**src/rtl/debug_pack.sv**
```systemverilog
// Shared debug-module definitions: DMI op codes, response status codes,
// the DMI responder state encoding and the response record.
package debug_pack;

  localparam logic [1:0] OP_NOP   = 2'd0;
  localparam logic [1:0] OP_READ  = 2'd1;
  localparam logic [1:0] OP_WRITE = 2'd2;
  localparam logic [1:0] OP_RSVD  = 2'd3;

  localparam logic [1:0] RSP_SUCS = 2'b00;
  localparam logic [1:0] RSP_FAIL = 2'b10;
  localparam logic [1:0] RSP_BUSY = 2'b11;

  localparam int DMI_DATA_W = 32;

  typedef enum logic [1:0] {
    IDLE  = 2'd0,
    ISSUE = 2'd1,
    WAIT  = 2'd2,
    RESP  = 2'd3
  } dmi_agent_state_e;

  typedef struct packed {
    logic [DMI_DATA_W-1:0] data;
    logic [1:0]            op;
  } dmi_rsp_t;

endpackage

```
**src/rtl/dmi_rsp_agent.sv**
```systemverilog
// DM-side DMI responder: turns one DMI request at a time into a register-file
// access and returns a status/data response, with a timeout on stalled accesses.
module dmi_rsp_agent
  import debug_pack::*;
#(
  parameter int DMI_ADDR = 7,
  parameter int DMI_DATA = 32,
  parameter int TIMEOUT  = 64
) (
  input  logic                dtm_clk,
  input  logic                dtm_rst_n,
  input  logic                dmi_req_vld,
  output logic                dmi_req_rdy,
  input  logic [DMI_ADDR-1:0] dmi_req_addr,
  input  logic [DMI_DATA-1:0] dmi_req_data,
  input  logic [1:0]          dmi_req_op,
  output logic                dmi_rsp_vld,
  input  logic                dmi_rsp_rdy,
  output logic [DMI_DATA-1:0] dmi_rsp_data,
  output logic [1:0]          dmi_rsp_op,
  input  logic                dm_busy,
  output logic                reg_req_vld,
  input  logic                reg_req_rdy,
  output logic                reg_req_we,
  output logic [DMI_ADDR-1:0] reg_req_addr,
  output logic [DMI_DATA-1:0] reg_req_wdata,
  input  logic                reg_rsp_vld,
  input  logic [DMI_DATA-1:0] reg_rsp_data,
  input  logic                reg_rsp_err
);

  localparam int CW = (TIMEOUT > 2) ? $clog2(TIMEOUT) : 1;
  localparam logic [CW-1:0] TMAX = CW'(TIMEOUT - 1);

  dmi_agent_state_e    state;
  logic [1:0]          op_q;
  logic [DMI_ADDR-1:0] addr_q;
  logic [DMI_DATA-1:0] data_q;
  logic [CW-1:0]       cnt;
  logic [CW-1:0]       cnt_nxt;

  assign dmi_req_rdy   = (state == IDLE);
  assign reg_req_we    = (op_q == OP_WRITE);
  assign reg_req_addr  = addr_q;
  assign reg_req_wdata = data_q;
  assign cnt_nxt       = (cnt == TMAX) ? cnt : cnt + 1'b1;

  always_ff @(posedge dtm_clk or negedge dtm_rst_n) begin
    if (!dtm_rst_n) begin
      state        <= IDLE;
      op_q         <= OP_NOP;
      addr_q       <= '0;
      data_q       <= '0;
      cnt          <= '0;
      reg_req_vld  <= 1'b0;
      dmi_rsp_vld  <= 1'b0;
      dmi_rsp_op   <= RSP_SUCS;
      dmi_rsp_data <= '0;
    end else begin
      case (state)
        IDLE: begin
          if (dmi_req_vld) begin
            op_q   <= dmi_req_op;
            addr_q <= dmi_req_addr;
            data_q <= dmi_req_data;
            cnt    <= '0;
            if (dmi_req_op == OP_RSVD) begin
              state        <= RESP;
              dmi_rsp_vld  <= 1'b1;
              dmi_rsp_op   <= RSP_FAIL;
              dmi_rsp_data <= '0;
            end else if (dmi_req_op == OP_NOP) begin
              state        <= RESP;
              dmi_rsp_vld  <= 1'b1;
              dmi_rsp_op   <= RSP_SUCS;
              dmi_rsp_data <= '0;
            end else if (dm_busy) begin
              state        <= RESP;
              dmi_rsp_vld  <= 1'b1;
              dmi_rsp_op   <= RSP_BUSY;
              dmi_rsp_data <= '0;
            end else begin
              state       <= ISSUE;
              reg_req_vld <= 1'b1;
            end
          end
        end
        ISSUE: begin
          cnt <= cnt_nxt;
          // Timeout beats a same-cycle accept: the access is abandoned.
          if (cnt == TMAX) begin
            state        <= RESP;
            reg_req_vld  <= 1'b0;
            dmi_rsp_vld  <= 1'b1;
            dmi_rsp_op   <= RSP_FAIL;
            dmi_rsp_data <= '0;
          end else if (reg_req_rdy) begin
            state       <= WAIT;
            reg_req_vld <= 1'b0;
          end
        end
        WAIT: begin
          cnt <= cnt_nxt;
          // A completion in the timeout cycle still counts as a real response.
          if (reg_rsp_vld) begin
            state        <= RESP;
            dmi_rsp_vld  <= 1'b1;
            dmi_rsp_op   <= reg_rsp_err ? RSP_FAIL : RSP_SUCS;
            dmi_rsp_data <= (op_q == OP_READ && !reg_rsp_err) ? reg_rsp_data : '0;
          end else if (cnt == TMAX) begin
            state        <= RESP;
            dmi_rsp_vld  <= 1'b1;
            dmi_rsp_op   <= RSP_FAIL;
            dmi_rsp_data <= '0;
          end
        end
        RESP: begin
          if (dmi_rsp_rdy) begin
            state       <= IDLE;
            dmi_rsp_vld <= 1'b0;
          end
        end
        default: state <= IDLE;
      endcase
    end
  end

endmodule

```
**config.mk**
```make
export PLATFORM = sky130hd
export DESIGN_NAME = dmi_rsp_agent
export DESIGN_NICKNAME = d
export VERILOG_FILES = /design/src/rtl/debug_pack.sv /design/src/rtl/dmi_rsp_agent.sv
export SDC_FILE = /design/constraint.sdc
export NUM_CORES = 1
export LEC_CHECK = 0
export CORE_ASPECT_RATIO = 1.25
export CORE_MARGIN = 2
export CORE_UTILIZATION = 45
export CTS_BUF_LIST = sky130_fd_sc_hd__clkbuf_8 sky130_fd_sc_hd__clkbuf_16
export DETAILED_ROUTE_END_ITERATION = 16
export PLACE_DENSITY = 0.86
export SYNTH_ARGS = -nofsm -noshare
export SYNTH_HDL_FRONTEND = slang
export SYNTH_SLANG_ARGS = --single-unit
```
**constraint.sdc**
```tcl
create_clock -name dtm_clk -period 6.3 [get_ports dtm_clk]
set_clock_uncertainty 0.2 [all_clocks]
set_input_delay 1.89 -clock dtm_clk [delete_from_list [all_inputs] [get_ports dtm_clk]]
set_output_delay 1.89 -clock dtm_clk [all_outputs]
set_load 0.01 [all_outputs]
```
## After elaboration in Yosys (flattened, before gate mapping)

Index checks and enable logic that the tools add are counted.

- Register bits: 85
- Latch bits: 0
- Bits in writable memories: 0
- Bits in read-only memories: 0
- Bits of input ports: 81
- Output and inout port bits: 77
- Logic and storage cells: 84
- Memories: 0

- Add/subtract/negate cells: 1
- Multipliers: 0
- Div/mod/pow operators: 0
- Magnitude comparators: 0
- Equal/unequal tests: 16
- Shift operators: 0
- Mux-type cells: 44
- Bitwise gates (word level): 0
- Reduce and logical (&&, ||, !) cells: 14

Operator list:

| cell | number |
|---|---|
| 2-to-1 mux 32 bit | 7 |
| one-hot mux 32 bit (3 select lines) | 1 |
| 2-to-1 mux 2 bit | 16 |
| 2-to-1 mux 1 bit | 13 |
| 2-to-1 mux 6 bit | 2 |
| inequality test 2 bit (second input constant) | 6 |
| one-hot mux 6 bit (2 select lines) | 1 |
| AND reduction 3 bit | 3 |
| == test 2 bit (second input constant) | 4 |
| one-hot mux 2 bit (4 select lines) | 1 |
| adder 6 x 1 -> 6 bit (second input constant) | 1 |
| == test 6 bit (second input constant) | 1 |
| inequality test 3 bit (second input constant) | 2 |
| one-hot mux 2 bit (3 select lines) | 1 |
| AND reduction 6 bit | 1 |
| == test 2 x 1 -> 1 bit (second input constant) | 2 |
| logical NOT 2 bit | 2 |
| inequality test 4 x 1 -> 1 bit (second input constant) | 1 |
| one-hot mux 1 bit (4 select lines) | 1 |
| AND reduction 4 bit | 1 |
| nonzero test 2 bit | 2 |
| nonzero test 3 bit | 1 |
| one-hot mux 1 bit (2 select lines) | 1 |
| AND reduction 2 bit | 1 |
| 3 further kinds | 3 |

## Longest topological paths before layout

Gate-level depths: netlist of run 1.

- Depth after elaboration: 5
- Depth in mapped cells: 7
- Depth with buffers taken out: 6

## Worst setup path before layout of run 1

OpenSTA, ideal clock, no wires.

- Path type: input port to flip-flop
- Start: in dmi_req_op[0]
- End: reg dmi_rsp_data[10]
- Setup time: 0.121 ns
- Data arrival time: 3.123 ns
- Data required time: 5.979 ns
- Setup slack: 2.856 ns
- Stages on the path: 7
- Buffers on the path: 1
- Cells stage by stage: inv_1 ha_1 nand2b_1 a21boi_2 a211o_2 buf_6 a22o_1

- Word-level cells in the longest chain between the ends: 5
- Elaborated cells on any way between the ends: 8
- Those cells by class: eq/ne: 2; mux: 4; reduce/logical: 2

Ends and longest elaborated chain:

| what | line | source |
|---|---|---|
| start: declaration | dmi_rsp_agent.sv:16 | `input logic [1:0] dmi_req_op,` |
| logical NOT 2 bit | dmi_rsp_agent.sv:72 | `end else if (dmi_req_op == OP_NOP) begin` |
| 2-to-1 mux 32 bit | dmi_rsp_agent.sv:72 |  |
| 2-to-1 mux 32 bit | dmi_rsp_agent.sv:67 | `if (dmi_req_op == OP_RSVD) begin` |
| 2-to-1 mux 32 bit | dmi_rsp_agent.sv:62 | `if (dmi_req_vld) begin` |
| one-hot mux 32 bit (3 select lines) | dmi_rsp_agent.sv:60 | `case (state)` |
| end signal: assignment | dmi_rsp_agent.sv:109 | `dmi_rsp_data <= (op_q == OP_READ && !reg_rsp_err) ? reg_rsp_data : '0;` |
| end: declaration | dmi_rsp_agent.sv:19 | `output logic [DMI_DATA-1:0] dmi_rsp_data,` |

Several ways; a longest one is shown, not always the timed one. The select of a mux whose other input is x is not followed.
A chain may end at the register's enable or synchronous reset.

## Worst setup path in the final report of run 1

- Start: in dmi_req_op[0]
- End: reg dmi_rsp_data[24]

The elaborated chain is that of the path after synthesis.

==> flow_summary_export.csv, run 1 <==
group,metric,value,unit
status,status,"finished, final reports clean",
final_layout,num_antenna_cells,0,
global_route,grt.total_usage,0.196,
floorplan,die-area,8550,µm²
setup_path,setup.worst_path.class,"primary input to flip-flop",
clocking,ctsRootBufferMaster,"clkbuf_8",
final_layout,layout-drive-gt1-share,0.149,
final_layout,area_growth,52.3,%
yosys,synth_flop_cell,"dfrtp_1",
clocking,numCtsBuffers,9,
global_route,antenna_found_initial,0,
place,port_buffers,157,
yosys,synthTopCellsByArea,"dfrtp_1 (60%), mux2_2 (12%), a22o_1 (8.2%)",
setup_path,cp_max_fo,32,
global_route,grt_max_degree,86,
floorplan,row_count,36,
final_layout,fin_cells,512,
place,placed_cells,497,
clocking,cts_resized,0,
yosys,ys_seq_area_frac,0.604,
final_layout,final_cell_area,5360,µm²
clocking,cts_tree,"built",
run,max_cap_viol_count,0,
yosys,ys.warnings.count,0,
timing,grt_setup_unrepaired,"false",
drt,wl_per_cell,16.4,µm
yosys,synthTopCellsByCount,"dfrtp_1 (85), mux2_2 (39), a22o_1 (33), ha_1 (10), nand2_1 (9)",
yosys,syn_avg_cell_area,13.8,µm²
timing,layout_min_cycle_time,4.02,ns
drt,wl_met3,670,µm
yosys,synth_top_area_cell,"dfrtp_1",
timing,fin_tns_setup,0,ns
yosys,yosysUniqueCellTypes,39,
clocking,cts.htree.levels,3,
yosys,synth_edf_count,0,
yosys,netlist_instances,255,
floorplan,ios,158,
drt,highest_layer,"met4",
yosys,synth.top_cell.area_share,0.604,
drt,wirelength,8.41,mm
drt,viasPerCell,5.25,
clocking,clk_pin_slew,0.08,ns
yosys,syn_area,3520,µm²
place,dpl_cell_area,5150,µm²
global_route,grt_pass1_vias,2775,
clocking,clock_sinks,85,
setup_path,cp.arrival,4.10,ns
timing,fmax,249,MHz
place,place_congestion,0.844,
timing,finalHoldViolations,0,
timing,setup_viol,0,
drt,drc,0,
drt,wl_met1,3.45,mm
drt,dr_wl_met2,4.18,mm
floorplan,coreArea,7700,µm²
clocking,clk_latency,0.35,ns
power_and_ir_drop,ir_drop,0.000218,V
place,hpwl,6.05,mm
power_and_ir_drop,cellLeakagePower,2.32,nW
global_route,grt-ovfl-total,0,
drt,drt_first_pass_iters,4,
power_and_ir_drop,p_per_area,413,nW/µm²
setup_path,cp-end-kind,"flip-flop",
floorplan,initial_core_util,0.457,
drt,drt_iter0_drc,70,
yosys,yosys_register_bits,85,
clocking,ctsLongestPathBuffers,2,
hold_path,holdCritPathClass,"flip-flop to flip-flop",
clocking,ctsHoldBuffers,0,
final_layout,finalNetCount,504,
drt,vias,2688,
timing,slew_violations,0,
yosys,async_reset_ff_frac,1.00,
floorplan,die_y,103,µm
setup_path,crit_chain,"clkdlybuf4s50_1, inv_1, ha_1, nand2b_1, a21boi_2, nor3_4, a22o_1",
floorplan,die_w,83.1,µm
yosys,syn_nets,346,
drt,drtAntennaViolNets,0,
setup_path,cpPeakStageDelay,0.89,ns
timing,slew_headroom,0.277,
global_route,grt_pass1_wl,13.2,mm
timing,worst_slew_pin_slew,1.08,ns
setup_path,required,6.38,ns
setup_path,startpoint_type,"primary input",
setup_path,cp_slowest_cell,"nor3_4",
clocking,cts_setup_buffers,0,
timing,period_share,0.638,
yosys,yosysMostFrequentCell,"dfrtp_1",
==> cells by family after synthesis <==
group,after synthesis,share of synthesized area
adder cells (fa/ha/maj),10,0.0355
buffers and inverters,17,0.0270
XOR/XNOR,2,0.00498
AO/OA/AOI/OAI,62,0.139
AND/OR/NAND/NOR,37,0.0551
flip-flops,85,0.604
multiplexers,42,0.135
==> through the flow <==
stage	util	setup WS (ns)	hold WS [ns]	power, mW
floorplan	-	2.86	0.264	1.37
global route	0.696	2.09	0.325	2.35
global placement	0.669	2.00	0.262	1.77
finish	0.696	2.28	0.307	2.21
CTS	0.696	2.26	0.305	2.24
detailed placement	0.669	1.88	0.273	1.82
==> sequential cells by signal (all words and copies together) (netlist names) <==
name	cells
dmi_rsp_data	32
reg_req_wdata	32
reg_req_addr	7
cnt	6
dmi_rsp_op	2
op_q	2
state	2
dmi_rsp_vld	1
reg_req_vld	1
==> final timing paths <==
| path | from | end | slack, ns | depth (start not counted) |
|---|---|---|---|---|
| setup / recovery | dmi_req_op[0] | dmi_rsp_data[24]$_DFFE_PN0P_ | 2.28 | 7 |
| hold / removal | reg_req_wdata[1]$_DFFE_PN0P_ | reg_req_wdata[1]$_DFFE_PN0P_ | 0.31 | 1 |
| setup reg to reg | state[1]$_DFFE_PN0P_ | dmi_rsp_data[24]$_DFFE_PN0P_ | 3.42 | 6 |
| hold reg to reg | reg_req_wdata[1]$_DFFE_PN0P_ | reg_req_wdata[1]$_DFFE_PN0P_ | 0.31 | 1 |
| max in group asynchronous | dtm_rst_n | reg_req_vld$_DFFE_PN0P_ | 3.70 | 1 |
| min in group asynchronous | dtm_rst_n | reg_req_wdata[24]$_DFFE_PN0P_ | 1.51 | 1 |
==> power breakdown <==
part | switching [mW] | internal [mW]
clock | 0.195 | 0.221
sequential | 0.0974 | 0.719
combinational | 0.435 | 0.547
==> cells in the final DEF, fill, tap and decap left out, types with 3 or more instances in the layout <==
master and count:
a21oi_1 7, a22o_1 33, clkbuf_8 9, clkdlybuf4s50_1 156, dfrtp_1 85, ha_1 10
inv_1 6, mux2_2 39, nand2_1 9, nand2b_1 3, nand3_1 7, nor2_1 6
nor2b_1 4, o21ai_0 6
==> worst max-delay path, delay by kind of cell <==
| family | cells | cell delay, ns |
|---|---|---|
| compound gates | 2 | 0.37 |
| fa+ha+maj | 1 | 0.30 |
| buf+inv | 2 | 0.55 |
| simple gates | 2 | 0.98 |
==> per-layer routing <==
metal | up-vias | track usage
met5 | - | 0
met4 | 0 | 0.0832
met3 | 12 | 0.0633
met2 | 130 | 0.331
met1 | 1300 | 0.234
li1 | 1246 | -
==> cell type report <==
cell class                      count  area [µm²]
Clock buffer                        9         124
Clock inverter                      6        88.8
Fill cell                         547        2340
Inverter                            6        22.5
Multi-Input combinational cell    153        1310
Sequential cell                    85        2130
Tap cell                           95         119
Timing Repair Buffer              158        1580
No activity file was read; power rests on OpenSTA's default activity.
==> run 2, diff against run 1 <==
--- a/config.mk
+++ b/config.mk
@@ -7,10 +7,10 @@
 export LEC_CHECK = 0
 export CORE_ASPECT_RATIO = 1.25
 export CORE_MARGIN = 2
-export CORE_UTILIZATION = 45
+export CORE_UTILIZATION = 38
 export CTS_BUF_LIST = sky130_fd_sc_hd__clkbuf_8 sky130_fd_sc_hd__clkbuf_16
 export DETAILED_ROUTE_END_ITERATION = 16
-export PLACE_DENSITY = 0.86
+export PLACE_DENSITY = 0.77
 export SYNTH_ARGS = -nofsm -noshare
 export SYNTH_HDL_FRONTEND = slang
 export SYNTH_SLANG_ARGS = --single-unit
==> constraint.sdc (replaced) <==
create_clock -name dtm_clk -period 3.5 [get_ports dtm_clk]
set_clock_uncertainty 0.2 [all_clocks]
set_input_delay 1.05 -clock dtm_clk [delete_from_list [all_inputs] [get_ports dtm_clk]]
set_output_delay 1.05 -clock dtm_clk [all_outputs]
set_load 0.01 [all_outputs]
==> flow_summary_export.csv, run 2 (synthesis gave the netlist of run 1 again) <==
group,metric,value,unit
final_layout,area_growth,57.8,%
floorplan,row_count,39,
clocking,cts_setup_buffers,0,
drt,wl_per_cell,15.7,µm
place,place_congestion,0.776,
global_route,grt-ovfl-total,0,
final_layout,layout-drive-gt1-share,0.153,
drt,viasPerCell,4.90,
setup_path,cp-end-kind,"primary output",
final_layout,final_cell_mix,"clkdlybuf4s50_1 (156), dfrtp_1 (85), mux2_2 (39), a22o_1 (33), ha_1 (10)",
clocking,ctsHoldBuffers,0,
floorplan,die_w,90.1,µm
timing,fmax,323,MHz
setup_path,cp.arrival,1.84,ns
global_route,grt_max_degree,86,
power_and_ir_drop,ir_drop,0.000281,V
timing,finalHoldViolations,0,
floorplan,die_y,112,µm
setup_path,required,2.25,ns
power_and_ir_drop,fin_total_pwr,4.29,mW
final_layout,num_antenna_cells,0,
timing,slew_violations,0,
final_layout,nFillCells,747,
timing,fin_tns_setup,0,ns
clocking,cts.htree.levels,3,
clocking,clk_latency,0.33,ns
timing,setup_viol,0,
drt,drtAntennaViolNets,0,
clocking,cts_tree,"built",
global_route,antenna_found_initial,0,
final_layout,final_util,0.612,
floorplan,die-area,10100,µm²
setup_path,startpoint_type,"flip-flop",
final_layout,finalNetCount,506,
floorplan,coreArea,9080,µm²
setup_path,cp_max_fo,6,
timing,slew_headroom,0.310,
setup_path,setup.worst_path.class,"flip-flop to primary output",
clocking,clock_sinks,85,
status,status,"finished, final reports clean",
place,port_buffers,157,
power_and_ir_drop,p_per_area,773,nW/µm²
drt,wirelength,8.51,mm
timing,layout_min_cycle_time,3.09,ns
run,max_cap_viol_count,0,
clocking,ctsLongestPathBuffers,2,
clocking,cts_resized,0,
timing,grt_setup_unrepaired,"false",
final_layout,fin_cells,542,
global_route,grt_pass1_vias,2819,
final_layout,final_cell_area,5560,µm²
drt,drt_first_pass_iters,4,
global_route,grt.total_usage,0.176,
timing,fin_ws,0.407,ns
clocking,clk_pin_slew,0.06,ns
floorplan,ios,158,
power_and_ir_drop,cellLeakagePower,2.41,nW
clocking,numCtsBuffers,9,
drt,drc,0,
floorplan,initial_core_util,0.388,
place,placed_cells,527,
timing,period_share,0.884,
timing,worst_slew_pin_slew,1.03,ns
final_layout,seqCellArea,2130,µm²
drt,vias,2658,
hold_path,holdCritPathClass,"flip-flop to flip-flop",
clocking,ctsRootBufferMaster,"clkbuf_16",
final_layout,layout_commonest_cell,"clkdlybuf4s50_1",
timing,finalHoldWorstSlack,0.286,ns
drt,drt_iter0_drc,127,
place,place_worst_setup_slack,0.213,ns
place,hpwl,6.05,mm
final_layout,multi_input_area,1310,µm²
global_route,grt_pass1_wl,14.1,mm
place,dpl_cell_area,5230,µm²
run 2: cell count changes in the layout (fill, tap and decap cells not counted):
| cell | previous run | this run |
|---|---|---|
| buf_12 | 0 | 2 |
| bufinv_16 | 2 | 3 |
| clkbuf_16 | 0 | 9 |
| clkbuf_8 | 9 | 0 |
| clkinv_2 | 1 | 2 |
| clkinv_4 | 1 | 0 |
| clkinvlp_4 | 2 | 0 |
| inv_1 | 6 | 7 |
| nand2_1 | 9 | 8 |
| nand2_2 | 0 | 1 |
run 2: final timing paths:
path,from,end,slack [ns],cells after the start
worst max register to register,state[0]$_DFFE_PN0P_,dmi_rsp_data[26]$_DFFE_PN0P_,1.14,5
min in group asynchronous,dtm_rst_n,reg_req_wdata[25]$_DFFE_PN0P_,0.69,1
worst min register to register,dmi_rsp_op[0]$_DFFE_PN0P_,dmi_rsp_op[0]$_DFFE_PN0P_,0.29,1
worst max-delay path,state[0]$_DFFE_PN0P_,dmi_req_rdy,0.41,3
worst min-delay path,dmi_rsp_op[0]$_DFFE_PN0P_,dmi_rsp_op[0]$_DFFE_PN0P_,0.29,1
max in group asynchronous,dtm_rst_n,dmi_rsp_data[5]$_DFFE_PN0P_,1.73,1
run 2: critical path, stage by stage, from the launching register on:
cell and delay [ns]:
dfrtp_1 0.41, inv_1 0.15, ha_1 0.35, clkdlybuf4s50_1 0.60
run 2: where the power goes:
part	internal [mW]	leakage, nW	switching [mW]
clock	0.687	0.166	0.354
combinational	0.999	1.15	0.786
sequential	1.30	1.09	0.169
run 2: metal layers:
metal	global-route usage	wire length (µm)	share of wire	vias up
met3	0.0453	520	0.061	9
met2	0.289	4140	0.49	116
met1	0.223	3720	0.44	1280
li1	-	-	-	1253
met5	0	0	0	-
met4	0.0738	123	0.014	0
run 2: layout make-up:
type	instances	area share
clock buffer	9	0.0405
timing repair buffer	160	0.291
clock inverter	6	0.0187
inverter	6	0.00405
multi-input combinational	153	0.235
sequential	85	0.383
tap	123	0.0277
==> run 3, diff against run 2 <==
--- a/config.mk
+++ b/config.mk
@@ -10,7 +10,7 @@
 export CORE_UTILIZATION = 38
 export CTS_BUF_LIST = sky130_fd_sc_hd__clkbuf_8 sky130_fd_sc_hd__clkbuf_16
 export DETAILED_ROUTE_END_ITERATION = 16
-export PLACE_DENSITY = 0.77
+export PLACE_DENSITY_LB_ADDON = 0.1
 export SYNTH_ARGS = -nofsm -noshare
 export SYNTH_HDL_FRONTEND = slang
 export SYNTH_SLANG_ARGS = --single-unit
==> flow_summary_export.csv, run 3 (synthesis gave the netlist of run 1 again) <==
group,metric,value,unit
timing,finalHoldViolations,0,
final_layout,final_cell_mix,"clkdlybuf4s50_1 (156), dfrtp_1 (85), mux2_2 (39), a22o_1 (33), ha_1 (10)",
final_layout,area_growth,57.8,%
drt,drt_iter0_drc,68,
drt,wirelength,8.28,mm
final_layout,layout-drive-gt1-share,0.159,
hold_path,holdCritStartpoint,"dmi_rsp_op[0]$_DFFE_PN0P_",
drt,drt_first_pass_iters,4,
global_route,grt.total_usage,0.170,
drt,drtAntennaViolNets,0,
drt,wl_met3,635,µm
setup_path,setup.worst_path.start,"dmi_req_op[0]",
clocking,numCtsBuffers,9,
setup_path,required,3.57,ns
timing,period_share,0.918,
place,place_congestion,0.780,
global_route,grt_pass1_vias,2789,
place,placed_cells,529,
floorplan,row_count,39,
setup_path,setup.worst_path.class,"primary input to flip-flop",
floorplan,die_w,90.1,µm
setup_path,reg2reg_depth,6,
place,hpwl,6.04,mm
timing,setup_viol,0,
setup_path,r2r_slack,0.62,ns
timing,fmax,311,MHz
power_and_ir_drop,cellLeakagePower,2.41,nW
final_layout,fin_cells,544,
hold_path,holdCritPathClass,"flip-flop to flip-flop",
clocking,cts.htree.levels,3,
hold_path,min_delay_path_depth,1,
drt,wl_met1,3.51,mm
clocking,clk_latency,0.33,ns
place,dpl_cell_area,5240,µm²
timing,worst_slew_pin_slew,1.14,ns
run,max_cap_viol_count,0,
clocking,ctsLongestPathBuffers,2,
status,status,"finished, final reports clean",
timing,grt_setup_unrepaired,"false",
clocking,cts_tree,"built",
drt,viasPerCell,4.96,
global_route,grt-ovfl-total,0,
floorplan,initial_core_util,0.388,
floorplan,ios,158,
clocking,cts_resized,0,
final_layout,finalNetCount,508,
setup_path,cp.arrival,3.28,ns
timing,slew_headroom,0.239,
power_and_ir_drop,p_per_area,769,nW/µm²
floorplan,die_y,112,µm
drt,highest_layer,"met4",
clocking,ctsRootBufferMaster,"clkbuf_16",
floorplan,die-area,10100,µm²
global_route,antenna_found_initial,0,
setup_path,cp_max_fo,32,
setup_path,startpoint_type,"primary input",
place,port_buffers,157,
final_layout,final_util,0.612,
final_layout,nFillCells,753,
clocking,clock_sinks,85,
setup_path,reg2reg_from,"state[1]$_DFFE_PN0P_",
clocking,clk_pin_slew,0.06,ns
timing,fin_tns_setup,0,ns
timing,layout_min_cycle_time,3.21,ns
final_layout,final_cell_area,5560,µm²
power_and_ir_drop,ir_drop,0.000376,V
setup_path,cp-end-kind,"flip-flop",
floorplan,coreArea,9080,µm²
clocking,ctsHoldBuffers,0,
drt,vias,2696,
global_route,grt_pass1_wl,13.7,mm
final_layout,layout_commonest_cell,"clkdlybuf4s50_1",
clocking,cts_setup_buffers,0,
drt,wl_per_cell,15.2,µm
timing,slew_violations,0,
drt,drc,0,
drt,dr_wl_met2,4.00,mm
global_route,grt_max_degree,54,
final_layout,num_antenna_cells,0,
==> run 3: cell count changes in the layout (fill, tap and decap cells not counted), sizes merged <==
cell    delta
bufinv     -1
clkinv     +1
buf        +2
inv        -1
clkbuf     +1
==> run 3: final timing paths <==
| path | to |
|---|---|
| min | dmi_rsp_op[0]$_DFFE_PN0P_ |
| max reg2reg | dmi_rsp_data[30]$_DFFE_PN0P_ |
| min reg2reg | dmi_rsp_op[0]$_DFFE_PN0P_ |
| max in group asynchronous | reg_req_wdata[1]$_DFFE_PN0P_ |
| min in group asynchronous | reg_req_wdata[26]$_DFFE_PN0P_ |
| max | dmi_rsp_data[30]$_DFFE_PN0P_ |
==> run 3: cell type report <==
cell class,count,area (µm²),area share
Tap cell,123,154,0.0277
Multi-Input combinational cell,153,1310,0.235
Timing Repair Buffer,162,1630,0.294
Clock inverter,5,75.1,0.0135
Inverter,6,22.5,0.00405
Clock buffer,10,239,0.0430
Sequential cell,85,2130,0.383
==> run 3: report_power, final <==
part           internal [mW]  leakage (nW)  switching [mW]  total, mW
sequential              1.30          1.09           0.169       1.47
combinational           1.03          1.16           0.785       1.81
clock                  0.636         0.158           0.360      0.996
total                   2.96          2.41            1.31       4.28
==> run 3: critical path: stages <==
cell and delay [ns]:
clkdlybuf4s50_1 0.48, inv_1 0.07, ha_1 0.31, nand2b_1 0.09, a21boi_2 0.08, nor3_4 0.92, a22o_1 0.26
==> run 3: metal layers <==
layer	up-vias	global-route usage
li1	1266	-
met1	1299	0.209
met2	121	0.282
met3	10	0.0440
met4	0	0.0769
met5	-	0
==> run 3: metrics by stage <==
step           hold WS, ns  power (mW)  setup WS, ns
5_1_grt              0.315        4.55         0.116
3_3_place_gp         0.263        3.28       -0.0526
3_5_place_dp         0.269        3.32        -0.118
6_report             0.278        4.28         0.287
4_1_cts              0.283        4.34         0.237
2_1_floorplan        0.264        2.47         0.896
